$ cat src/rtl/axis_pixel_packer_pkg.sv
// Shared AXIS framing constants and byte-lane helpers for the pixel packer.
package axis_pixel_packer_pkg;

    localparam int AXIS_DATA_W     = 32;
    localparam int BYTE_W          = 8;
    localparam int LANES           = 4;
    localparam int IMG_BYTES_MNIST = 784;

    // Byte slot index inside one packed word.
    typedef logic [1:0] lane_t;

    // One packed output beat: data plus end-of-image flag.
    typedef struct packed {
        logic [AXIS_DATA_W-1:0] data;
        logic                   last;
    } axis_word_t;

    // Merge a byte into slot 'lane' of a partially filled word (slot k -> bits [8k+7:8k]).
    function automatic logic [AXIS_DATA_W-1:0] place_byte(
        input logic [AXIS_DATA_W-1:0] word,
        input logic [BYTE_W-1:0]      b,
        input lane_t                  lane
    );
        logic [AXIS_DATA_W-1:0] shifted;
        shifted = {{(AXIS_DATA_W-BYTE_W){1'b0}}, b} << {lane, 3'b000};
        return word | shifted;
    endfunction

endpackage

$ cat src/rtl/axis_pixel_packer.sv
// Packs an 8-bit pixel stream into 32-bit little-endian AXIS words and tags the
// final word of each image. Image end is whichever comes first: the fixed byte
// count or the source's own last marker. Any disagreement between the two sets
// a sticky len_err flag without disturbing the packing.
module axis_pixel_packer
    import axis_pixel_packer_pkg::*;
#(
    parameter int DATA_WIDTH = AXIS_DATA_W,
    parameter int IMG_BYTES  = IMG_BYTES_MNIST,
    parameter int CNT_W      = 16
) (
    input  logic                  axi_clk,
    input  logic                  axi_reset_n,
    input  logic                  s_axis_valid,
    input  logic [BYTE_W-1:0]     s_axis_data,
    input  logic                  s_axis_last,
    output logic                  s_axis_ready,
    output logic                  m_axis_valid,
    output logic [DATA_WIDTH-1:0] m_axis_data,
    output logic                  m_axis_last,
    input  logic                  m_axis_ready,
    output logic                  len_err
);

    // Elaboration-time guards on parameter combinations the datapath cannot handle.
    if (DATA_WIDTH != LANES * BYTE_W) begin : g_bad_width
        $error("axis_pixel_packer: DATA_WIDTH must equal LANES*BYTE_W");
    end
    if ((64'd1 << CNT_W) <= 64'(IMG_BYTES)) begin : g_bad_cnt
        $error("axis_pixel_packer: CNT_W too narrow for IMG_BYTES");
    end

    localparam logic [CNT_W-1:0] LAST_IDX = CNT_W'(IMG_BYTES - 1);

    // Input-side state: current slot, bytes seen in this image, partial word.
    lane_t                 lane;
    logic [CNT_W-1:0]      byte_cnt;
    logic [DATA_WIDTH-1:0] acc;

    // Output register.
    logic                  out_valid;
    logic [DATA_WIDTH-1:0] out_data;
    logic                  out_last;

    // Error tracking: source has used s_axis_last at least once since reset.
    logic                  last_in_use;
    logic                  err_flag;

    // Derived per-cycle controls.
    logic                  at_img_end;
    logic                  word_end;
    logic                  closes;
    logic                  accept;
    logic                  ready_int;
    logic [DATA_WIDTH-1:0] packed_word;

    // Decide whether the byte on the input closes a word and whether it can be taken.
    // NOTE: every signal driven here gets a default first so no path leaves it unassigned (no latch).
    always_comb begin
        at_img_end  = 1'b0;
        word_end    = 1'b0;
        closes      = 1'b0;
        ready_int   = 1'b0;
        accept      = 1'b0;
        packed_word = '0;

        at_img_end  = (byte_cnt == LAST_IDX);
        word_end    = at_img_end || s_axis_last;
        closes      = (lane == lane_t'(LANES - 1)) || word_end;
        // A closing byte needs a free output slot, or one that drains this very cycle.
        ready_int   = !closes || !out_valid || m_axis_ready;
        accept      = s_axis_valid && ready_int;
        packed_word = place_byte(acc, s_axis_data, lane);
    end

    // Accumulator and lane: slot the accepted byte in, restart empty after a close.
    // NOTE: state registers use non-blocking assignments so all flops update from pre-edge values.
    always_ff @(posedge axi_clk or negedge axi_reset_n) begin
        if (!axi_reset_n) begin
            lane <= '0;
            acc  <= '0;
        end else if (accept) begin
            if (closes) begin
                lane <= '0;
                acc  <= '0;
            end else begin
                lane <= lane + lane_t'(1);
                acc  <= packed_word;
            end
        end
    end

    // Image byte counter: wraps to zero on whichever image end arrives first.
    always_ff @(posedge axi_clk or negedge axi_reset_n) begin
        if (!axi_reset_n) begin
            byte_cnt <= '0;
        end else if (accept) begin
            if (word_end) begin
                byte_cnt <= '0;
            end else begin
                byte_cnt <= byte_cnt + CNT_W'(1);
            end
        end
    end

    // Output register: load on close, hold while stalled, empty after a plain drain.
    always_ff @(posedge axi_clk or negedge axi_reset_n) begin
        if (!axi_reset_n) begin
            out_valid <= 1'b0;
            out_data  <= '0;
            out_last  <= 1'b0;
        end else if (accept && closes) begin
            out_valid <= 1'b1;
            out_data  <= packed_word;
            out_last  <= word_end;
        end else if (m_axis_ready) begin
            out_valid <= 1'b0;
        end
    end

    // Length checker: flag an early source last, or a missing one once the source uses it.
    always_ff @(posedge axi_clk or negedge axi_reset_n) begin
        if (!axi_reset_n) begin
            last_in_use <= 1'b0;
            err_flag    <= 1'b0;
        end else if (accept) begin
            if (s_axis_last) begin
                last_in_use <= 1'b1;
            end
            if (s_axis_last && !at_img_end) begin
                err_flag <= 1'b1;
            end
            if (at_img_end && !s_axis_last && last_in_use) begin
                err_flag <= 1'b1;
            end
        end
    end

    assign s_axis_ready = ready_int;
    assign m_axis_valid = out_valid;
    assign m_axis_data  = out_data;
    assign m_axis_last  = out_last;
    assign len_err      = err_flag;

endmodule

$ cat config.mk
export PLATFORM = sky130hd
export DESIGN_NAME = axis_pixel_packer
export DESIGN_NICKNAME = d
export VERILOG_FILES = /design/src/rtl/axis_pixel_packer_pkg.sv /design/src/rtl/axis_pixel_packer.sv
export SDC_FILE = /design/constraint.sdc
export NUM_CORES = 1
export LEC_CHECK = 0
export CELL_PAD_IN_SITES_DETAIL_PLACEMENT = 1
export CELL_PAD_IN_SITES_GLOBAL_PLACEMENT = 1
export CORE_MARGIN = 2
export CORE_UTILIZATION = 43
export CTS_CLUSTER_DIAMETER = 60
export DETAILED_ROUTE_END_ITERATION = 8
export PLACE_DENSITY_LB_ADDON = 0.1
export RECOVER_POWER = 25
export REMOVE_ABC_BUFFERS = 1
export SLEW_MARGIN = 20
export SYNTH_ARGS = -nofsm -noshare
export SYNTH_HDL_FRONTEND = slang
export SYNTH_SLANG_ARGS = --single-unit
$ cat constraint.sdc
create_clock -name axi_clk -period 2.3 [get_ports axi_clk]
set_input_delay 0.46 -clock axi_clk [delete_from_list [all_inputs] [get_ports axi_clk]]
set_output_delay 0.46 -clock axi_clk [all_outputs]
set_load 0.03 [all_outputs]
; ---- Yosys cells after proc, flatten, opt, wreduce, memory -nomap -nowiden
; Index checks and enable logic that the tools add are counted.
[word_totals]
inputBits = 13
elab_cells = 38
register_bits = 86
[op_classes]
mux = 7
n_shift = 1
addsub = 2
n_bitwise = 1
n_reduce_logical = 17
eq_ne = 2
[ops]
columns = operator, count
row1 = 2-to-1 mux 32 bit, 1
row2 = OR 32 bit, 1
row3 = left shift 8 x 5 -> 32 bit, 1
row4 = adder 16 x 1 -> 16 bit (second input constant), 1
row5 = == test 16 x 10 -> 1 bit (second input constant), 1
row6 = 2-to-1 mux 16 bit, 1
row7 = logical AND 1 bit, 5
row8 = zero test 1 bit, 4
row9 = logical OR 1 bit, 4
row10 = 2-to-1 mux 1 bit, 4
row11 = AND reduction 2 bit, 2
row12 = nonzero test 2 bit, 2
row13 = adder 2 x 1 -> 2 bit (second input constant), 1
row14 = == test 2 bit (second input constant), 1
row15 = 2-to-1 mux 2 bit, 1

; ---- Longest topological paths before layout
[logic_depth]
ltp_word = 9
depth_mapped = 8
mapped_depth_nobuf = 6

; ---- Worst setup path after synthesis
; No wires, ideal clock.
[synth_path]
kind = reg2out
startpoint = reg byte_cnt[0]
endpoint = out s_axis_ready
path_stages_with_launch = 7
t_arrival_ns = 1.488
path_buffers = 1
path_slack_ns = 0.352
path_cell_list = dfrtp_1 -> ha_1 -> nor4b_1 -> nand4_1 -> buf_6 -> a21oi_4 -> inv_1
[synth_via]
elab_chain_cells = 6
[synth_lines]
columns = item, line_no
row1 = "start, declared", axis_pixel_packer.sv:37  ; logic [CNT_W-1:0] byte_cnt;
row2 = "start signal, assigned", axis_pixel_packer.sv:101  ; byte_cnt <= byte_cnt + CNT_W'(1);
row3 = == test 16 x 10 -> 1 bit, axis_pixel_packer.sv:67  ; at_img_end = (byte_cnt == LAST_IDX);
row4 = logical OR 1 bit, axis_pixel_packer.sv:68  ; word_end = at_img_end || s_axis_last;
row5 = logical OR 1 bit, axis_pixel_packer.sv:69  ; closes = (lane == lane_t'(LANES - 1)) || word_end;
row6 = zero test 1 bit, axis_pixel_packer.sv:71  ; ready_int = !closes || !out_valid || m_axis_ready;
row7 = logical OR 1 bit (2 in a row), axis_pixel_packer.sv:71
row8 = "end, declared", axis_pixel_packer.sv:17  ; output logic s_axis_ready,
; Every way passes these cells.

; ---- Worst setup path in the final report
[layout_path]
startpoint = reg byte_cnt[1]
endpoint = out s_axis_ready
; Same word-level chain as after synthesis.

==> results by group <==
GRT
  • Initial antenna violation count: 0
  • Largest net degree at the start of global routing: a little over 40
  • First-pass GRT wire length: 15.9 mm
  • Vias in the first global route: between 3000 and 4000
  • Overflow after GRT: 0
  • GR Util All Layers: between 20% and 30%

Finish
  • Layout cells sized above 1: between 10% and 20%
  • Number of diodes: 0
  • Area of the multi-input gates: between 1000 and 1500 um^2
  • # fillers: around 940
  • Area growth, synth to finish: 28.2%
  • Reg area: between 2000 and 2500 um^2
  • Final Net Count: 440

Synth
  • Post-synth ARST share: 100%
  • Synth Warn #: 0
  • Synth top area share: slightly below 60%
  • Number of flops mapped to enable cells by yosys: 0
  • Cells after Synth: between 300 and 400
  • Mean Syn Cell Area: around 10 um^2
  • Netlist Area Pre-Place: 3680 um^2
  • Synth area leaders: dfrtp_1 59%, a21oi_1 10%, a22o_1 7.6%
  • Most frequent cells after synthesis: 86 x dfrtp_1, 76 x a21oi_1, 41 x nor2_1
  • Count leader, synth: dfrtp_1
  • Synth unique cells: 38
  • Post-synthesis sequential area ratio: 58.5%
  • Yosys reg bits: 86
  • Synth Flop Type: dfrtp_1
  • Synth area leader: dfrtp_1

Detailed routing
  • DRC errors left: 0
  • Routed wire length: between 9 and 10 mm
  • ANT nets after route: 0
  • DR pass1 iterations: 4
  • DR vias: ~3000
  • Vias per cell: between 5 and 6
  • Drt initial violations: between 100 and 150
  • Routed len/inst: ~18 um

Clock tree
  • Clock slew at reported path FFs: about 90 ps
  • Clock latency on the worst-skew pair: 360 ps
  • CTS buffer count: 9
  • CTS tree: yes
  • CTS sink cnt: 86
  • Clk root buf: clkbuf_8
  • H-tree depth: 3
  • # hold bufs at CTS: 0
  • Clock buffer depth: 2

Status
  • Run status: finished clean

Floorplanning
  • I/O pins: between 40 and 50
  • Die Ht: a little under 100 um
  • Die area: 9310 um^2
  • Initial cell density of the core: 44.5%
  • Width of the die: 96.5 um
  • Num rows: 33
  • Core ar.: just over 8000 um^2

Timing
  • Tcrit/Tclk final: roughly 97%
  • Minimum clock period: 2230 ps
  • Maximum operating frequency: about 450 MHz
  • Skew final: around 15 ps
  • Setup WS post-layout: approximately 67 ps
  • Worst-margin pin slew: between 900 and 1000 ps
  • Final setup fails: 0
  • Fin. max-slew vios: 0
  • Max-slew headroom: 37.8%
  • Final-report hold violation count: 0
  • Setup TNS: 0 ps

Critical path
  • Arrival @ worst endpoint: roughly 1800 ps
  • Critical path startpoint category: register
  • CP cell instances: ha_4 -> nor4b_4 -> nand4_1 -> a21oi_4 -> inv_1 -> buf_6
  • Worst path bufs/invs: 2
  • CP max stage delay: around 400 ps
  • Crit path from: byte_cnt[1]
  • Crit path max fanout: 3
  • RR Startpoint: byte_cnt[0]
  • Delay-heaviest family, CP: simple AND/OR/NAND/NOR gates
  • Req. time, crit path: approximately 1800 ps
  • Max stage delay cell, worst path: dfrtp_1
  • CP Capture Type: output pin
  • Critical path type: reg -> out

Min path
  • Hold Crit Class: in -> async

Placed design
  • RePlAce Congestion: 0.795
  • # port buffers: between 40 and 50
  • DP HPWL: 6.42 mm
  • Dpl ws: -90.3 ps

Power
  • Cell-internal power: between 0.002 and 0.003 W
  • Combinational power share: roughly 30%
  • Sw Pwr: between 0.001 and 0.0015 W
  • Worst VDD drop: roughly 0.00044 V
  • Sw frac: between 30% and 40%
  • Register share of total power: between 40 and 50%
  • Final Power: about 0.0042 W
  • Pwr per Cell Area: approximately 880 nW/um^2
  • Clock network fraction of design power: 24.1%
  • Leak Pwr: between 2 and 2.5 nW

Flow run
  • Max_cap viols: 0
==> metal layers <==
| metal | vias to the layer above | track usage, % | part of all wire (%) |
|---|---|---|---|
| met1 | 1539 | 32.8 | 48 |
| met5 | - | 0 | 0 |
| li1 | 1409 | - | - |
| met2 | 55 | 35.0 | 48 |
| met3 | 8 | 3.49 | 2.8 |
| met4 | 0 | 6.69 | 0.99 |
==> what timing repair did <==
item	4_1_cts	5_1_grt
setup endpoints to repair	1	13
buffers inserted	2	1
resized for setup	7	9
pin swaps	2	3
cloned	0	0
==> cell families (layout without fill, tap and decap cells) <==
family | after synthesis | in the layout | share of synthesized area [%]
flops | 86 | 86 | 58.5
xor+xnor | 2 | 2 | 0.476
buf+inv | 33 | 110 | 4.29
mux | 1 | 1 | 0.272
fa+ha+maj | 2 | 2 | 0.680
compound gates | 129 | 129 | 22.1
simple gates | 100 | 100 | 13.7
==> final cells by class <==
| cell class | count | share of cell area [%] |
|---|---|---|
| flip-flops and latches | 86 | 45.6 |
| multi-input cells | 234 | 30.0 |
| repair buffers | 88 | 17.2 |
| clock buffers | 10 | 2.92 |
| well taps | 105 | 2.79 |
| clock inverters | 6 | 0.982 |
| inverters | 6 | 0.478 |
==> final timing paths <==
| check | end | slack [ps] | cells past startpoint |
|---|---|---|---|
| worst max-delay path | s_axis_ready | 70 | 6 |
| worst min-delay path | byte_cnt[0] | 230 | 1 |
| worst max register to register | byte_cnt[13] | 160 | 8 |
| worst min register to register | last_in_use | 470 | 1 |
| max in group asynchronous | acc[5] | 690 | 2 |
| min in group axi_clk | last_in_use | 470 | 1 |
==> stage by stage <==
step                      area (um^2)  std cells  hold WS [ps]  util, %
final                            4720        535           227     57.1
after floorplan                  3540        326           164        -
after detailed placement         4490        517           460     54.3
after global routing             4720        535           290     57.1
after CTS                        4690        535          74.8     56.8
after global placement           4490        517           442     54.3
==> power groups by stage <==
stage / sequential, W / clock (W) / combinational, W
2_1_floorplan: 0.00222 / 0 / 0.000363
3_3_place_gp: 0.00191 / 0 / 0.00124
3_5_place_dp: 0.00193 / 0 / 0.00126
4_1_cts: 0.00190 / 0.00102 / 0.00127
5_1_grt: 0.00193 / 0.00109 / 0.00137
6_report: 0.00190 / 0.00100 / 0.00126
==> flip-flops by register name, summed over array words and instances, names as in the netlist <==
name and flops:
acc 32, m_axis_data 32, byte_cnt 16, lane 2
last_in_use 1, len_err 1, m_axis_last 1, m_axis_valid 1
==> worst register-to-register path, delay by kind of cell (launching register included) <==
family | cells | cell delay (ps)
AND/OR/NAND/NOR | 3 | 800
AO/OA/AOI/OAI | 2 | 270
flip-flops | 1 | 420
buffers and inverters | 2 | 410
adder cells (fa/ha/maj) | 1 | 180
==> cells in the final DEF, fill, tap and decap left out, types with 2 or more instances in the layout <==
cell type,synthesis,routed
and3_1,2,2
clkbuf_2,0,2
a31oi_1,2,2
clkdlybuf4s50_1,0,46
dfrtp_1,86,86
buf_12,0,3
xnor2_1,2,2
clkinv_4,0,2
a21oi_4,2,2
buf_4,3,36
nor3_1,6,5
clkbuf_8,0,10
or3_1,5,5
nand4_1,5,5
nor2b_1,5,4
o31ai_1,4,4
nand2b_1,2,2
nor3_2,1,2
clkinvlp_4,0,2
or4_1,4,4
nor2_1,41,41
a22o_1,32,32
inv_1,6,6
a21oi_1,76,75
nand3_1,6,6
and2_1,2,2
nand2_1,13,13
o21ai_0,9,9
Note: power is estimated with default switching activity, not from simulation.
